**src/rtl/modexp_ctrl.sv**
```systemverilog
// Right-to-left square-and-multiply sequencer driving an external 32x32 multiplier and 64/64 divider.
// Optional per-sub-operation run timeout: define MODEXP_TIMEOUT_EN.
module modexp_ctrl #(
    parameter int unsigned W       = 32,
    parameter int unsigned TIMEOUT = 255
) (
    input  logic           clk,
    input  logic           rst,
    input  logic           start,
    input  logic [W-1:0]   base,
    input  logic [W-1:0]   exp,
    input  logic [W-1:0]   modulus,
    output logic           busy,
    output logic           done,
    output logic           err,
    output logic [W-1:0]   result,
    output logic [W-1:0]   mul_ina,
    output logic [W-1:0]   mul_inb,
    output logic           mul_rst_n,
    input  logic [2*W-1:0] mul_result,
    input  logic           mul_ready_n,
    output logic [2*W-1:0] div_a,
    output logic [2*W-1:0] div_b,
    output logic           div_rst_n,
    input  logic [2*W-1:0] div_r,
    input  logic           div_ready_n
);

    typedef enum logic [2:0] {
        S_IDLE, S_NEXT, S_MSETUP, S_MRUN, S_DSETUP, S_DRUN, S_DONE
    } state_t;

    typedef enum logic [1:0] {
        OP_RED, OP_MULT, OP_SQR, OP_FIN
    } op_t;

    state_t         state, state_d;
    op_t            op, op_d;
    logic [W-1:0]   acc, sq, e, m;
    logic [2*W-1:0] prod;
    logic           first;
    logic           mul_hit, div_hit, expired;
    logic [W-1:0]   rem;
    logic           unused_div_hi;

    // The remainder is always below m, so only the low half of div_r matters.
    assign rem           = div_r[W-1:0];
    assign unused_div_hi = ^div_r[2*W-1:W];

    // ready_n is ignored on the first RUN cycle of each launch.
    assign mul_hit = (state == S_MRUN) && !first && !mul_ready_n;
    assign div_hit = (state == S_DRUN) && !first && !div_ready_n;

`ifdef MODEXP_TIMEOUT_EN
    localparam int unsigned CW = ($clog2(TIMEOUT + 1) > 8) ? $clog2(TIMEOUT + 1) : 8;
    logic [CW-1:0] run_cnt;

    assign expired = ((state == S_MRUN && !mul_hit) || (state == S_DRUN && !div_hit))
                     && (run_cnt == CW'(TIMEOUT - 1));

    always_ff @(posedge clk) begin
        if (rst) begin
            run_cnt <= '0;
        end else if (state == S_MSETUP || state == S_DSETUP) begin
            run_cnt <= '0;
        end else if (state == S_MRUN || state == S_DRUN) begin
            run_cnt <= run_cnt + 1'b1;
        end
    end
`else
    localparam int unsigned unused_timeout = TIMEOUT;
    assign expired = 1'b0;
`endif

    always_ff @(posedge clk) begin
        if (rst) begin
            state  <= S_IDLE;
            op     <= OP_RED;
            acc    <= '0;
            sq     <= '0;
            e      <= '0;
            m      <= '0;
            prod   <= '0;
            first  <= 1'b0;
            err    <= 1'b0;
            result <= '0;
        end else begin
            state <= state_d;
            op    <= op_d;
            case (state)
                S_IDLE: begin
                    if (start) begin
                        acc    <= W'(1);
                        sq     <= base;
                        e      <= exp;
                        m      <= modulus;
                        err    <= (modulus == '0);
                        result <= '0;
                    end
                end
                S_MSETUP, S_DSETUP: first <= 1'b1;
                S_MRUN: begin
                    first <= 1'b0;
                    if (mul_hit) prod <= mul_result;
                end
                S_DRUN: begin
                    first <= 1'b0;
                    if (div_hit) begin
                        case (op)
                            OP_RED:  sq <= rem;
                            OP_MULT: acc <= rem;
                            OP_SQR: begin
                                sq <= rem;
                                e  <= e >> 1;
                            end
                            default: result <= rem;
                        endcase
                    end
                end
                default: ;
            endcase
            if (expired) begin
                err    <= 1'b1;
                result <= '0;
            end
        end
    end

    always_comb begin
        state_d   = state;
        op_d      = op;
        mul_ina   = '0;
        mul_inb   = '0;
        mul_rst_n = 1'b0;
        div_a     = '0;
        div_b     = '0;
        div_rst_n = 1'b0;
        busy      = (state != S_IDLE) && (state != S_DONE);
        done      = (state == S_DONE);

        if (state == S_MSETUP || state == S_MRUN) begin
            mul_ina = (op == OP_MULT) ? acc : sq;
            mul_inb = sq;
        end
        if (state == S_DSETUP || state == S_DRUN) begin
            div_b = {{W{1'b0}}, m};
            case (op)
                OP_RED:  div_a = {{W{1'b0}}, sq};
                OP_FIN:  div_a = {{W{1'b0}}, acc};
                default: div_a = prod;
            endcase
        end

        case (state)
            S_IDLE: begin
                if (start) begin
                    op_d    = OP_RED;
                    state_d = (modulus == '0) ? S_DONE : S_DSETUP;
                end
            end
            S_NEXT: begin
                if (e == '0) begin
                    op_d    = OP_FIN;
                    state_d = S_DSETUP;
                end else begin
                    op_d    = e[0] ? OP_MULT : OP_SQR;
                    state_d = S_MSETUP;
                end
            end
            S_MSETUP: state_d = S_MRUN;
            S_MRUN: begin
                mul_rst_n = 1'b1;
                if (mul_hit) state_d = S_DSETUP;
            end
            S_DSETUP: state_d = S_DRUN;
            S_DRUN: begin
                div_rst_n = 1'b1;
                if (div_hit) begin
                    case (op)
                        OP_MULT: begin
                            // MULT leaves e unshifted; the following SQR consumes the bit.
                            if (e[W-1:1] == '0) begin
                                op_d    = OP_FIN;
                                state_d = S_DSETUP;
                            end else begin
                                op_d    = OP_SQR;
                                state_d = S_MSETUP;
                            end
                        end
                        OP_FIN:  state_d = S_DONE;
                        default: state_d = S_NEXT;
                    endcase
                end
            end
            S_DONE:  state_d = S_IDLE;
            default: state_d = S_IDLE;
        endcase

        if (expired) state_d = S_DONE;
    end

endmodule
```
**config.mk**
```make
export PLATFORM = sky130hd
export DESIGN_NAME = modexp_ctrl
export DESIGN_NICKNAME = d
export VERILOG_FILES = /design/src/rtl/modexp_ctrl.sv
export SDC_FILE = /design/constraint.sdc
export NUM_CORES = 1
export LEC_CHECK = 0
export CAP_MARGIN = 20
export CORE_AREA = 4 4 176 178
export CTS_CLUSTER_SIZE = 8
export DETAILED_ROUTE_END_ITERATION = 10
export DIE_AREA = 0 0 180 182
export DONT_BUFFER_PORTS = 1
export HOLD_SLACK_MARGIN = 0.08
export PLACE_DENSITY = 0.57
export SLEW_MARGIN = 20
export SYNTH_ARGS = -nofsm -noshare
export SYNTH_HDL_FRONTEND = slang
export SYNTH_SLANG_ARGS = --single-unit
export TNS_END_PERCENT = 1
```
**constraint.sdc**
```tcl
create_clock -name clk -period 4.75 [get_ports clk]
set_input_delay 0.2375 -clock clk [delete_from_list [all_inputs] [get_ports clk]]
set_output_delay 0.2375 -clock clk [all_outputs]
set_load 0.005 [all_outputs]
```
==> out/metrics.csv, run 1 <==
stage,metric,value,unit
critical_path,reg2reg_to,prod[8],
place,placedCellCount,1757,
synth,synth_mux_area_frac,0.02976,
clock_network,cts.sinks,231,
synth,synthArstFlopShare,0,
clock_network,cts_root_buf,clkbuf_16,
floorplanning,die_w,180,um
power,leakage,5.111,nW
timing,setup_viol,0,
floorplanning,coreArea,29400,um2
clock_network,clk_pin_slew,0.05,ns
route,vias,11100,
critical_path,arrival,3.68,ns
timing,slew_headroom,0.1105,
timing,hold_slack,0.1052,ns
critical_path,timing.critical_path.to,prod[8],
route,ant_nets,0,
critical_path,r2r_start,state[1],
critical_path,worstPathRequired,5.07,ns
floorplanning,dieArea,32760,um2
route,drt-total-wl,42720,um
global_route,grt_start_max_net_pins,231,
timing,final_max_slew_viol_count,0,
timing,finClkSkew,0.009720,ns
route,via_per_inst,5.566,
global_route,grt_pass1_wl,64450,um
synth,synth_ff_type,dfxtp_1,
timing,rsz0062_at_grt,no,
synth,synth_area_per_cell,7.453,um2
critical_path,rrSetupSlack,1.39,ns
timing,finalCritPeriodShare,0.7077,
clock_network,insertion_delay,0.50,ns
flow_run,max_cap_viol_count,0,
timing,post-route-min-period,3.362,ns
synth,synth_compound_area_frac,0.1992,
synth,yosysUniqueCellTypes,41,
global_route,grt_pass1_vias,10740,
clock_network,clock_path_buffers,3,
route,wl_per_cell,21.42,um
floorplanning,std_cell_rows,63,
timing,totalNegativeSetupSlack,0,ns
power,power,5.944,mW
global_route,grt_use_total,0.2436,
finish,drive_above_1_share,0.04310,
global_route,grt_remaining_overflow,0,
power,ir_worst_vdd,0.2747,mV
finish,nets,1832,
power,power_density,422.9,nW/um2
synth,yosys_warnings,0,
route,detail_route.iter0.violations,1039,
critical_path,start_kind,register,
synth,synth-xor-area-share,0,
global_route,grt_antenna_before_repair,7,
route,route.detailed.drc,0,
run_status,status,finished clean,
floorplanning,pin_count,458,
clock_network,htree_levels,2,
place,dp_hpwl,28170,um
critical_path,worstSetupPathType,reg2reg,
timing,worstMarginPinSlew,1.334,ns
clock_network,cts_tree,done,
synth,syn_inst,1489,
synth,synth_top_family_by_area,simple AND/OR/NAND/NOR gates,
place,gp_congestion,0.9025,
finish,stdcell_count,1994,
place,port_buffers,0,
finish,final_util,0.4781,
synth,synth-simple-area-share,0.2770,
floorplanning,die_h,182,um
route,detail_route.first_pass.iterations,6,
timing,timing.fmax,297.5,MHz
clock_network,numCtsBuffers,34,
synth,syn-cell-area,11100,um2
floorplanning,initial_utilization,0.3775,
critical_path,startpoint,state[1],
synth,synthAdderAreaFrac,0.004510,
finish,fill_cells,2837,
critical_path,crit_fanout,40,
timing,finalHoldViolCount,0,
critical_path,cp-end-kind,register,
synth,ys_ff_latch,231,
finish,area_growth,26.65,%
hold_path,hp-class,in2reg,
critical_path,r2r_cells,6,
synth,synth-seq-area-share,0.4167,
synth,synth_edf_count,0,
registers in the layout, summed over array words and instances (netlist names):
| register | count |
|---|---|
| result | 32 |
| e | 32 |
| prod | 64 |
| sq | 32 |
| op | 2 |
| acc | 32 |
| first | 1 |
| state | 3 |
| err | 1 |
| m | 32 |
where the power goes:
group / internal, mW / switching [mW]
clock: 1.36 / 0.835
sequential: 2.15 / 0.242
combinational: 0.507 / 0.854
total: 4.01 / 1.93
cell type report:
cell class                 count  area [um2]  share of cell area
inverter                       8       30.03            0.002136
multi-input combinational   1111        5844              0.4158
sequential                   231        4624              0.3290
timing repair buffer         213        2132              0.1517
clock buffer                  38       929.6             0.06614
tap                          390       488.0             0.03472
antenna                        3       7.507           0.0005341
metrics by stage:
stage	setup slack, ns	instance area [um2]
2_1_floorplan	2.764	11210
3_3_place_gp	1.477	11110
3_5_place_dp	1.476	11120
4_1_cts	1.421	14020
5_1_grt	1.194	14050
6_report	1.388	14060
critical path, cell delays in order, from the launching register on:
cell and delay, ns:
dfxtp_1 0.85, nor2b_2 0.46, buf_4 0.38, nand3_2 0.74, buf_4 0.54, nand2_1 0.12
a21oi_1 0.07
cells in the final DEF (no fill, tap or decap), drive strengths merged, types with 6 or more instances in the layout:
cell         instances
a21oi              168
a22oi               63
a311oi              63
and2                65
and3                33
buf                 19
clkbuf              38
conb                32
dfxtp              231
dlygate4sd3        194
inv                  8
mux2i               33
nand2              321
nor2               199
nor3                 6
nor4                15
o21ai               35
or3                 35
worst min-delay path by stage:
stage,start,to,slack [ns],cells after the start
after floorplan,modulus[0],m[0],0.37,2
final,modulus[22],state[1],0.11,4
after global routing,modulus[22],state[1],0.12,4
after detailed placement,rst,m[23],0.33,1
after CTS,modulus[22],state[1],0.09,4
after global placement,rst,m[15],0.32,1
cells in the mapped netlist (3+ instances only):
master    instances  share of area
nand2_1         321           0.11
dfxtp_1         231           0.42
nor2_1          199          0.067
a21oi_1         168          0.076
clkbuf_1        111          0.038
and2_1           65          0.037
a22oi_1          63          0.043
a311oi_1         63          0.050
o21ai_0          35          0.016
or3_1            35          0.020
and3_1           33          0.019
buf_4            33          0.022
mux2i_1          33          0.030
buf_1            16         0.0054
nor4_1           15         0.0085
buf_2            10         0.0045
inv_1             8         0.0027
nor3_1            6         0.0027
nand2b_1          5         0.0028
ha_1              4         0.0045
nand3_1           4         0.0018
nand4_1           4         0.0023
nor2b_1           3         0.0017
what timing repair did:
action	4_1_cts	5_1_grt
hold endpoints to repair	231	0
hold buffers	195	0
endpoints found under the setup margin	0	0
setup buffers	0	0
gates resized for setup	0	0
cell families after synthesis:
| kind of cell | after synthesis |
|---|---|
| mux | 33 |
| buf+inv | 178 |
| simple gates | 698 |
| compound gates | 344 |
| other cells | 1 |
| flops | 231 |
| fa+ha+maj | 4 |
routing by layer:
layer / global-route usage / up-vias / routed length, um
met5: 0 / - / 62
met4: 0.08229 / 10 / 1458
met3: 0.07732 / 106 / 4333
met2: 0.3671 / 525 / 18590
met1: 0.3310 / 5213 / 18270
li1: - / 5244 / -
Power figures use the tool's default switching activity.
==> inputs of run 2 (changes only) <==
PLACE_DENSITY = 0.59   (was 0.57)
clock period = 2.9 ns   (was 4.75 ns; I/O delays follow)
==> run 2 against run 1 <==
  * Sequential cell count unchanged
  * First-iteration DRC count decreased by 20%
  * Clock power increased by 65%
  * Utilization increased by 1.2 points
  * Combinational power increased by 78%
  * Sequential share of layout area decreased by 0.76 points
  * Sequential power increased by 64%
  * Global-route usage about the same
  * Cell count increased by 1.5%
  * Critical path depth increased by 1
  * Die area unchanged
  * Via count increased by 0.38%
  * Critical endpoint is now result[26]
  * Largest cell class unchanged
  * Largest power group unchanged
==> out/metrics.csv, run 2 (same netlist as run 1, synthesis figures left out) <==
stage,metric,value,unit
run_status,status,finished clean,
global_route,grt_antenna_before_repair,2,
power,ir_worst_vdd,0.4301,mV
critical_path,arrival,3.15,ns
route,vias,11140,
hold_path,holdCritStartpoint,div_ready_n,
power,pwr-share-seq,0.393,
route,wl_per_cell,20.74,um
power,p_sw_frac,0.3242,
power,leakage,5.431,nW
route,detail_route.first_pass.iterations,6,
route,drt-total-wl,41970,um
clock_network,cts.sinks,231,
global_route,grt_remaining_overflow,0,
power,p_sw,3.224,mW
timing,rsz0062_at_grt,no,
global_route,grt_pass1_wl,64210,um
critical_path,worstPathRequired,3.34,ns
finish,stdcell_count,2024,
critical_path,rrSetupSlack,0.19,ns
critical_path,timing.critical_path.to,result[26],
finish,nets,1860,
floorplanning,coreArea,29400,um2
timing,totalNegativeSetupSlack,0,ns
clock_network,clk_pin_slew,0.06,ns
power,p_comb_frac,0.243,
critical_path,worstSetupPathType,reg2reg,
route,route.detailed.drc,0,
critical_path,r2r_start,state[1],
place,port_buffers,0,
clock_network,postCtsSetupBuffers,0,
critical_path,slowest_delay,0.57,ns
timing,worstMarginPinSlew,0.7652,ns
floorplanning,pin_count,458,
power,power_density,690.7,nW/um2
critical_path,start_kind,register,
place,gp_congestion,0.9087,
route,detail_route.iter0.violations,833,
global_route,grt_pass1_vias,10620,
clock_network,htree_levels,2,
global_route,grt_use_total,0.2435,
finish,mostFrequentLayoutCells,"nand2_1, dfxtp_1, dlygate4sd3_1, nor2_1, a21oi_1",
finish,final_common_cell,nand2_1,
finish,final_util,0.4897,
critical_path,cp.depth,7,
floorplanning,dieArea,32760,um2
timing,timing.fmax,368.5,MHz
floorplanning,std_cell_rows,63,
power,p_clk_frac,0.364,
critical_path,r2r_cells,7,
critical_path,path_cells,nand3b_1 > buf_6 > nor2_4 > buf_4 > or3_1 > a21oi_1 > dlygate4sd3_1,
floorplanning,initial_utilization,0.3775,
clock_network,clock_path_buffers,3,
critical_path,crit_fanout,65,
finish,area_growth,29.73,%
finish,largest_register_ffs,64,
floorplanning,die_h,182,um
finish,regMostFlops,prod,
global_route,grt_start_max_net_pins,157,
place,placedCellCount,1765,
finish,drive_above_1_share,0.04963,
flow_run,max_cap_viol_count,0,
floorplanning,die_w,180,um
critical_path,reg2reg_to,result[26],
power,p_int,6.720,mW
timing,final_max_slew_viol_count,0,
critical_path,crit_family,buffers and inverters,
place,dp_hpwl,27880,um
critical_path,cp-end-kind,register,
timing,finalCritPeriodShare,0.9358,
clock_network,cts_tree,done,
timing,slew_headroom,0.4899,
timing,finClkSkew,0.01619,ns
route,ant_nets,0,
critical_path,crit_buf_inv,3,
clock_network,cts_root_buf,clkbuf_16,
critical_path,startpoint,state[1],
route,via_per_inst,5.504,
hold_path,hp-class,in2reg,
timing,finalHoldViolCount,0,
timing,setup_viol,0,
clock_network,insertion_delay,0.50,ns
clock_network,numCtsBuffers,35,
timing,post-route-min-period,2.714,ns
critical_path,cpMaxStageDelayCell,dlygate4sd3_1,
## run 2: cell count changes in the layout (fill, tap and decap cells not counted), sizes merged
cell / before / now
dlymetal6s4s: 0 / 1
dlygate4sd3: 194 / 213
clkinv: 0 / 2
clkbuf: 38 / 39
inv: 8 / 9
diode: 3 / 2
buf: 19 / 26
## run 2: per-layer routing
layer  global-route usage  routed length, um
met5                    0                  0
met4              0.07894               1198
met3              0.07312               4045
met2               0.3785              18930
met1               0.3252              17800
## run 2: area by class of cell
cell class	instances	area (um2)
inverter	8	30.03
fill	2796	15000
clock buffer	39	912.1
antenna	2	5.005
sequential	231	4627
tap	390	488.0
timing repair buffer	240	2451
clock inverter	3	33.78
multi-input combinational	1111	5851
## run 2: worst min-delay path by stage
stage / end / slack (ns) / cells after the start
2_1_floorplan: m[0] / 0.28 / 2
3_3_place_gp: m[23] / 0.23 / 1
3_5_place_dp: m[15] / 0.23 / 1
4_1_cts: m[5] / 0.11 / 4
5_1_grt: state[1] / 0.15 / 3
6_report: state[1] / 0.14 / 3
## run 2: power by group through the flow
stage | combinational (mW) | clock [mW] | sequential, mW
floorplan | 1.58 | 0 | 3.76
global placement | 1.92 | 0 | 3.94
detailed placement | 1.96 | 0 | 3.95
CTS | 2.38 | 3.70 | 3.88
global route | 2.67 | 3.84 | 3.94
finish | 2.42 | 3.62 | 3.91
## run 2: timing repair
item	in CTS	in global routing
endpoints found under the hold margin	231	0
gates resized for setup	0	5
setup endpoints to repair	0	29
hold buffers	215	0
## run 2: stage by stage
step           area (um2)  setup slack, ns  hold WS [ns]  power, mW
2_1_floorplan       11210           0.9140        0.2810      5.338
3_3_place_gp        11260           0.7265        0.2314      5.855
3_5_place_dp        11260           0.6407        0.2329      5.905
4_1_cts             14380          0.05257        0.1054      9.969
5_1_grt             14400          0.06529        0.1452      10.45
6_report            14400           0.1863        0.1366      9.944
## run 2: worst reg2reg max path: cells and delay by family (launching register included)
| family | cells | cell delay, ns |
|---|---|---|
| compound gates | 1 | 0.14 |
| flops | 1 | 0.49 |
| buf+inv | 3 | 1.29 |
| simple gates | 3 | 0.72 |
